[src/rtl/serial_adder_pkg.sv]
// Shared definitions for the bit-serial adder: controller states and default width.
package serial_adder_pkg;

    localparam int DEFAULT_WIDTH = 8;

    typedef enum logic [1:0] {
        IDLE = 2'd0,
        RUN  = 2'd1,
        DONE = 2'd2
    } state_t;

endpackage

[src/rtl/serial_adder_adder1bit.sv]
// Team 1-bit full-adder cell; the only arithmetic element of the serial adder.
module adder1bit (
    input  logic i_a,
    input  logic i_b,
    input  logic i_cin,
    output logic o_sum,
    output logic o_cout
);

    assign o_sum  = i_a ^ i_b ^ i_cin;
    assign o_cout = (i_a & i_b) | (i_cin & (i_a ^ i_b));

endmodule

[src/rtl/serial_adder_seq.sv]
// Bit-serial adder: one full-adder cell processes one bit per clock, LSB first,
// giving a WIDTH-cycle latency from acceptance to the done pulse.
module serial_adder_seq
    import serial_adder_pkg::*;
#(
    parameter int WIDTH = DEFAULT_WIDTH
) (
    input  logic             clk,
    input  logic             rst_n,
    input  logic             start,
    input  logic [WIDTH-1:0] a,
    input  logic [WIDTH-1:0] b,
    input  logic             cin,
    output logic             busy,
    output logic             done,
    output logic [WIDTH-1:0] sum,
    output logic             cout
);

    localparam int CW = $clog2(WIDTH + 1);
    localparam logic [CW-1:0] TERM = CW'(WIDTH - 1);

    state_t           r_state;
    state_t           w_next;
    logic [WIDTH-1:0] r_a;
    logic [WIDTH-1:0] r_b;
    logic [WIDTH-1:0] r_res;
    logic [WIDTH-1:0] r_sum;
    logic             r_cout;
    logic             r_carry;
    logic [CW-1:0]    r_cnt;
    logic             w_accept;
    logic             w_last;
    logic             w_s;
    logic             w_co;
    logic [WIDTH-1:0] w_resNext;

    assign w_accept = (r_state != RUN) && start;
    assign w_last   = (r_state == RUN) && (r_cnt == TERM);
    assign sum      = r_sum;
    assign cout     = r_cout;

    adder1bit u_fa (
        .i_a    (r_a[0]),
        .i_b    (r_b[0]),
        .i_cin  (r_carry),
        .o_sum  (w_s),
        .o_cout (w_co)
    );

    // Each new sum bit enters at the MSB so that after WIDTH shifts bit i sits at position i.
    generate
        if (WIDTH > 1) begin : g_wide
            assign w_resNext = {w_s, r_res[WIDTH-1:1]};
        end else begin : g_narrow
            assign w_resNext = w_s;
        end
    endgenerate

    always_ff @(posedge clk or negedge rst_n) begin
        if (!rst_n) begin
            r_state <= IDLE;
        end else begin
            r_state <= w_next;
        end
    end

    always_comb begin
        w_next = r_state;
        case (r_state)
            IDLE:    w_next = start ? RUN : IDLE;
            RUN:     w_next = w_last ? DONE : RUN;
            DONE:    w_next = start ? RUN : IDLE;
            default: w_next = IDLE;
        endcase
    end

    always_comb begin
        busy = (r_state == RUN);
        done = (r_state == DONE);
    end

    // Visible result only changes on the final RUN edge, so new operands cannot disturb it.
    always_ff @(posedge clk or negedge rst_n) begin
        if (!rst_n) begin
            r_a     <= '0;
            r_b     <= '0;
            r_res   <= '0;
            r_carry <= 1'b0;
            r_cnt   <= '0;
            r_sum   <= '0;
            r_cout  <= 1'b0;
        end else if (w_accept) begin
            r_a     <= a;
            r_b     <= b;
            r_carry <= cin;
            r_cnt   <= '0;
        end else if (r_state == RUN) begin
            r_a     <= r_a >> 1;
            r_b     <= r_b >> 1;
            r_carry <= w_co;
            r_res   <= w_resNext;
            r_cnt   <= r_cnt + CW'(1);
            if (w_last) begin
                r_sum  <= w_resNext;
                r_cout <= w_co;
            end
        end
    end

endmodule

[config.mk]
export PLATFORM = sky130hd
export DESIGN_NAME = serial_adder_seq
export DESIGN_NICKNAME = d
export VERILOG_FILES = /design/src/rtl/serial_adder_pkg.sv /design/src/rtl/serial_adder_adder1bit.sv /design/src/rtl/serial_adder_seq.sv
export SDC_FILE = /design/constraint.sdc
export NUM_CORES = 1
export LEC_CHECK = 0
export BUFFER_PORTS_ARGS = -buffer_cell sky130_fd_sc_hd__clkbuf_2
export CAP_MARGIN = 15
export CORE_MARGIN = 2
export CORE_UTILIZATION = 48
export DETAILED_ROUTE_END_ITERATION = 16
export MAX_ROUTING_LAYER = met4
export PLACE_DENSITY_LB_ADDON = 0.25
export SLEW_MARGIN = 20
export SYNTH_ARGS = -nofsm -noshare
export SYNTH_HDL_FRONTEND = slang
export SYNTH_SLANG_ARGS = --single-unit
[constraint.sdc]
create_clock -name clk -period 1.3 [get_ports clk]
set_input_delay 0.13 -clock clk [delete_from_list [all_inputs] [get_ports clk]]
set_output_delay 0.13 -clock clk [all_outputs]
set_load 0.03 [all_outputs]
# After elaboration in Yosys (flattened, before gate mapping)
# Cells that the tools add are included.
# word_totals
word_cells,37
output_inout_bits,11
regBits,40
# classes
bitwise_logic,6
reduce_logical,7
n_addsub,1
n_eq_ne,4
muxes,11
# ops
operator,count
8-bit two-way mux,4
4-bit two-way mux,2
"4-bit by 1-bit adder with 4-bit output, second input constant",1
"4-bit by 3-bit == test with 1-bit output, second input constant",1
2-bit one-hot mux with 2 select lines,1
1-bit two-way mux,3
3-bit AND reduction,1
1-bit bitwise AND,2
"2-bit by 1-bit == test with 1-bit output, second input constant",1
"2-bit == test, second input constant",1
1-bit logical AND,2
2-bit logical NOT,1
2-bit two-way mux,1
"2-bit by 1-bit != test with 1-bit output, second input constant",1
2-bit AND reduction,1
2-bit nonzero test,1
2-bit OR reduction,1
1-bit bitwise XOR,2
1-bit NOT,1
1-bit bitwise OR,1

# Longest topological paths before layout
# logic_depth
depth_word,5
ltp_mapped,5
mapped_depth_nobuf,4

# By module
# From an unflattened synthesis, not the netlist that was laid out.
# unflattened
hier_cells,147
area_unflattened_um2,1661.6
# by_module_without_submodules
mod,area_each_um2,cells_per_inst,seq_area_each_um2,n_inst
serial_adder_seq,1641.6,146,975.9,1
adder1bit,20.0,1,0.0,1

# Least setup slack after synthesis
# OpenSTA, ideal clock, no wires.
# synth_path
path_kind,flip-flop to flip-flop
from,reg r_cnt[0]
to,"reg r_cout, in the netlist cout"
setup_ns,0.125
stages_incl_launch_ff,5
n_path_buf,0
setup_slack_ns,-0.120
t_required_ns,1.175
arrival_ns,1.295
cell_sequence,dfrtp_1 > ha_1 > nand2_1 > nor3_4 > mux2_2
# synth_between
elab_chain_len,3
# synth_lines
item,line,text
from (decl),serial_adder_seq.sv:31,logic [CW-1:0] r_cnt;
from (signal assigned),serial_adder_seq.sv:103,r_cnt <= r_cnt + CW'(1);
4-bit by 3-bit == test with 1-bit output,serial_adder_seq.sv:39,assign w_last = (r_state == RUN) && (r_cnt == TERM);
1-bit logical AND,serial_adder_seq.sv:39,
3-bit AND reduction (no source line),-,
to (signal assigned),serial_adder_seq.sv:106,r_cout <= w_co;
to (decl),serial_adder_seq.sv:29,logic r_cout;
# Every way passes these cells.
# A chain may end at the register's enable or synchronous reset.

# Worst setup path in the final report
# Ends and elaborated chain as after synthesis.

==> qor.csv <==
stage,metric,value,unit
place,post-placement cell area,0.001971,mm²
clock_network,CTS buffer count,5,
synthesis,syn_nets,169,
grt,Total GRT Usage,19.67,%
detailed_routing,routed len/inst,13.55,µm
detailed_routing,via count,1229,
synthesis,Synth top area share,58.73,%
finish,final instance area,0.002182,mm²
grt,GRT overflow,0,
grt,initial antenna violation count,0,
clock_network,CTS tree,done,
synthesis,async set or reset register ratio after synthesis,100.0,%
clock_network,Skew-Pair Late Insertion Delay,0.35,ns
setup_path,Critical Path AT,1.61,ns
sta,actual slew at the worst max-slew pin,0.4393,ns
setup_path,CP Cell Sequence,ha_2 -> nand2_2 -> nor3_4 -> buf_6 -> mux2_4,
detailed_routing,DRC viols,0,
clock_network,clock buffer depth,2,
place,# placed instances,232,
power_and_ir_drop,maximum vdd ir drop,1177,µV
place,IO Port Bufs,30,
setup_path,startpoint types,flip-flop,
sta,"Slew Viols, Final",0,
clock_network,CTS root buf,clkbuf_4,
detailed_routing,number of DRC markers in iteration 0,37,
die,Cell Rows,21,
place,post-DP HPWL,2.310,mm
finish,Finished Layout Cells,247,
clock_network,CTS sink count,39,
sta,Setup WS post-layout,-0.06994,ns
finish,Ant. Diodes,0,
sta,min Tclk post-route,1.370,ns
setup_path,CP max-delay cell,dfrtp_1,
setup_path,kind of critical path,flip-flop to flip-flop,
detailed_routing,"wirelength, routed",3.348,mm
synthesis,area of the mapped netlist,0.001662,mm²
power_and_ir_drop,PwrDens,2263,mW/mm²
sta,hold_ws,0.01958,ns
setup_path,crit path capture type,flip-flop,
synthesis,"Seq/Total Area, Yosys",58.73,%
hold_path,Hold Crit Class,input port to flip-flop,
synthesis,Area contributors post-synth,"dfrtp_1 (59%), mux2i_1 (11%), nand2_1 (9.0%)",
sta,fmax,730.0,MHz
finish,fillcell total,288,
grt,vias in the first global route,1257,
setup_path,Critical Path RT,1.54,ns
die,die width,62.84,µm
finish,area grow syn2layout,31.33,%
synthesis,number of synthesized flops with an enable pin,0,
sta,crit share post-route,105.4,%
die,CORE AREA,0.003337,mm²
sta,final setup vio count,11,
synthesis,Cell variety after synth,20,
clock_network,"Clk pin slew, worst setup/hold paths",0.12,ns
synthesis,Yosys top cell by area,dfrtp_1,
job,Max Cap Viol,0,
die,Die Area,0.003948,mm²
sta,Worst Clk Skew,0.01214,ns
synthesis,most common cell in the synthesized netlist,nand2_1,
setup_path,CP peak stage delay,0.38,ns
die,Die Ht,62.84,µm
synthesis,commonest cells in the netlist,"nand2_1 (40), dfrtp_1 (39), o21ai_0 (19), mux2i_1 (18), mux2_2 (10)",
die,initial core utilization,49.79,%
synthesis,Yosys warnings,0,
sta,Final Hold Fails,0,
power_and_ir_drop,P_leak,1.126,nW
detailed_routing,1st-pass router iterations,4,
outcome,failing checks,setup timing,
setup_path,crit path max fanout,6,
sta,RSZ-0062 raised after global routing,yes,
finish,ratio of cells with drive above 1 in the final layout,38.31,%
finish,Final nets,222,
detailed_routing,Post-DRT Antenna Nets,0,
grt,first-pass GRT wire length,5.782,mm
grt,pin count of the biggest net entering global routing,25,
die,Ports,31,
sta,Slew HR,70.72,%
place,placer congestion estimate,0.8067,
synthesis,average size of a mapped cell,11.30,µm²
outcome,status,finished with violations,
clock_network,H-Tree Depth,2,
sta,Total Neg Setup Slack,-0.4880,ns
synthesis,post-synthesis register bit count,39,
detailed_routing,vias per cell,4.976,
synthesis,Cells after Synth,147,
setup_path,R2R Setup Slk,-0.07,ns
synthesis,"Primary FF master, synth",dfrtp_1,
==> critical path, delay by kind of cell (launching register included) <==
| kind | cells | cell delay, ns |
|---|---|---|
| adders and majority gates | 1 | 0.19 |
| buffers and inverters | 1 | 0.17 |
| muxes | 1 | 0.31 |
| DFF | 1 | 0.38 |
| and+or+nand+nor | 2 | 0.22 |
==> final timing paths <==
kind	to	cells after the start	startpoint
worst max register to register	cout	5	r_cnt[0]
max in group asynchronous	r_cnt[1]	3	rst_n
min in group asynchronous	sum[2]	2	rst_n
worst min-delay path	r_a[7]	3	a[7]
worst min register to register	r_b[0]	2	r_b[1]
worst max-delay path	cout	5	r_cnt[0]
==> what timing repair did <==
item                                    CTS  global route
setup buffers                             1             5
resized for setup                        21            11
pin swaps                                 1             2
gates cloned                              0             0
hold endpoints to repair                 15             0
endpoints found under the setup margin   19            17
hold buffers                              1             0
==> layout make-up <==
| class | instances | area [µm²] | area share (%) |
|---|---|---|---|
| clock buffers | 6 | 41.29 | 1.892 |
| clock inverters | 2 | 12.51 | 0.5734 |
| inverters | 2 | 15.01 | 0.6881 |
| multi-input cells | 99 | 695.7 | 31.88 |
| flip-flops and latches | 39 | 975.9 | 44.72 |
| well taps | 46 | 57.56 | 2.638 |
| repair buffers | 53 | 384.1 | 17.60 |
==> layout by cell type (no fill, tap or decap), drive strengths merged <==
cell,Yosys,routed
a311o,1,1
o21ai,19,19
dlygate4sd3,0,1
mux2,10,10
clkinvlp,0,1
buf,2,24
dfrtp,39,39
nand2b,1,1
nor3,2,2
and3,1,1
nand3,2,2
mux2i,18,18
clkbuf,5,34
fa,1,1
clkinv,0,1
ha,1,1
and2b,1,1
nand2,40,40
inv,2,2
nor2,2,2
==> through the flow <==
stage | power (mW) | worst slack (ns) | utilization, %
after global placement | 3.834 | -0.03726 | 59.06
after floorplan | 3.196 | -0.1201 | -
after detailed placement | 3.925 | -0.06705 | 59.06
after CTS | 4.759 | -0.08789 | 63.48
final | 4.939 | -0.06994 | 65.39
after global routing | 5.297 | -0.1179 | 65.39
==> state kept, by name, indices dropped and copies added, names as in the netlist <==
signal	flops
r_a	8
r_b	8
sum	8
r_res	7
r_cnt	4
r_state	2
cout	1
r_carry	1
==> layer usage <==
layer	vias to the layer above	track usage [%]	share of wire, %
li1	599	-	-
met1	596	24.37	46
met2	29	30.38	48
met3	5	6.126	4.9
met4	0	7.500	1.7
met5	-	-	0
==> cell families after synthesis <==
kind of cell,share of synthesized area (%)
AND/OR/NAND/NOR,13.03
buffers and inverters,2.334
AO/OA/AOI/OAI,6.325
multiplexers,17.62
adder cells (fa/ha/maj),1.958
flip-flops,58.74
==> power by group <==
part / switching [mW] / internal (mW)
registers: 0.336 / 1.71
logic: 1.17 / 1.11
clock network: 0.397 / 0.209
total: 1.91 / 3.03
Note: power is estimated with default switching activity, not from simulation.
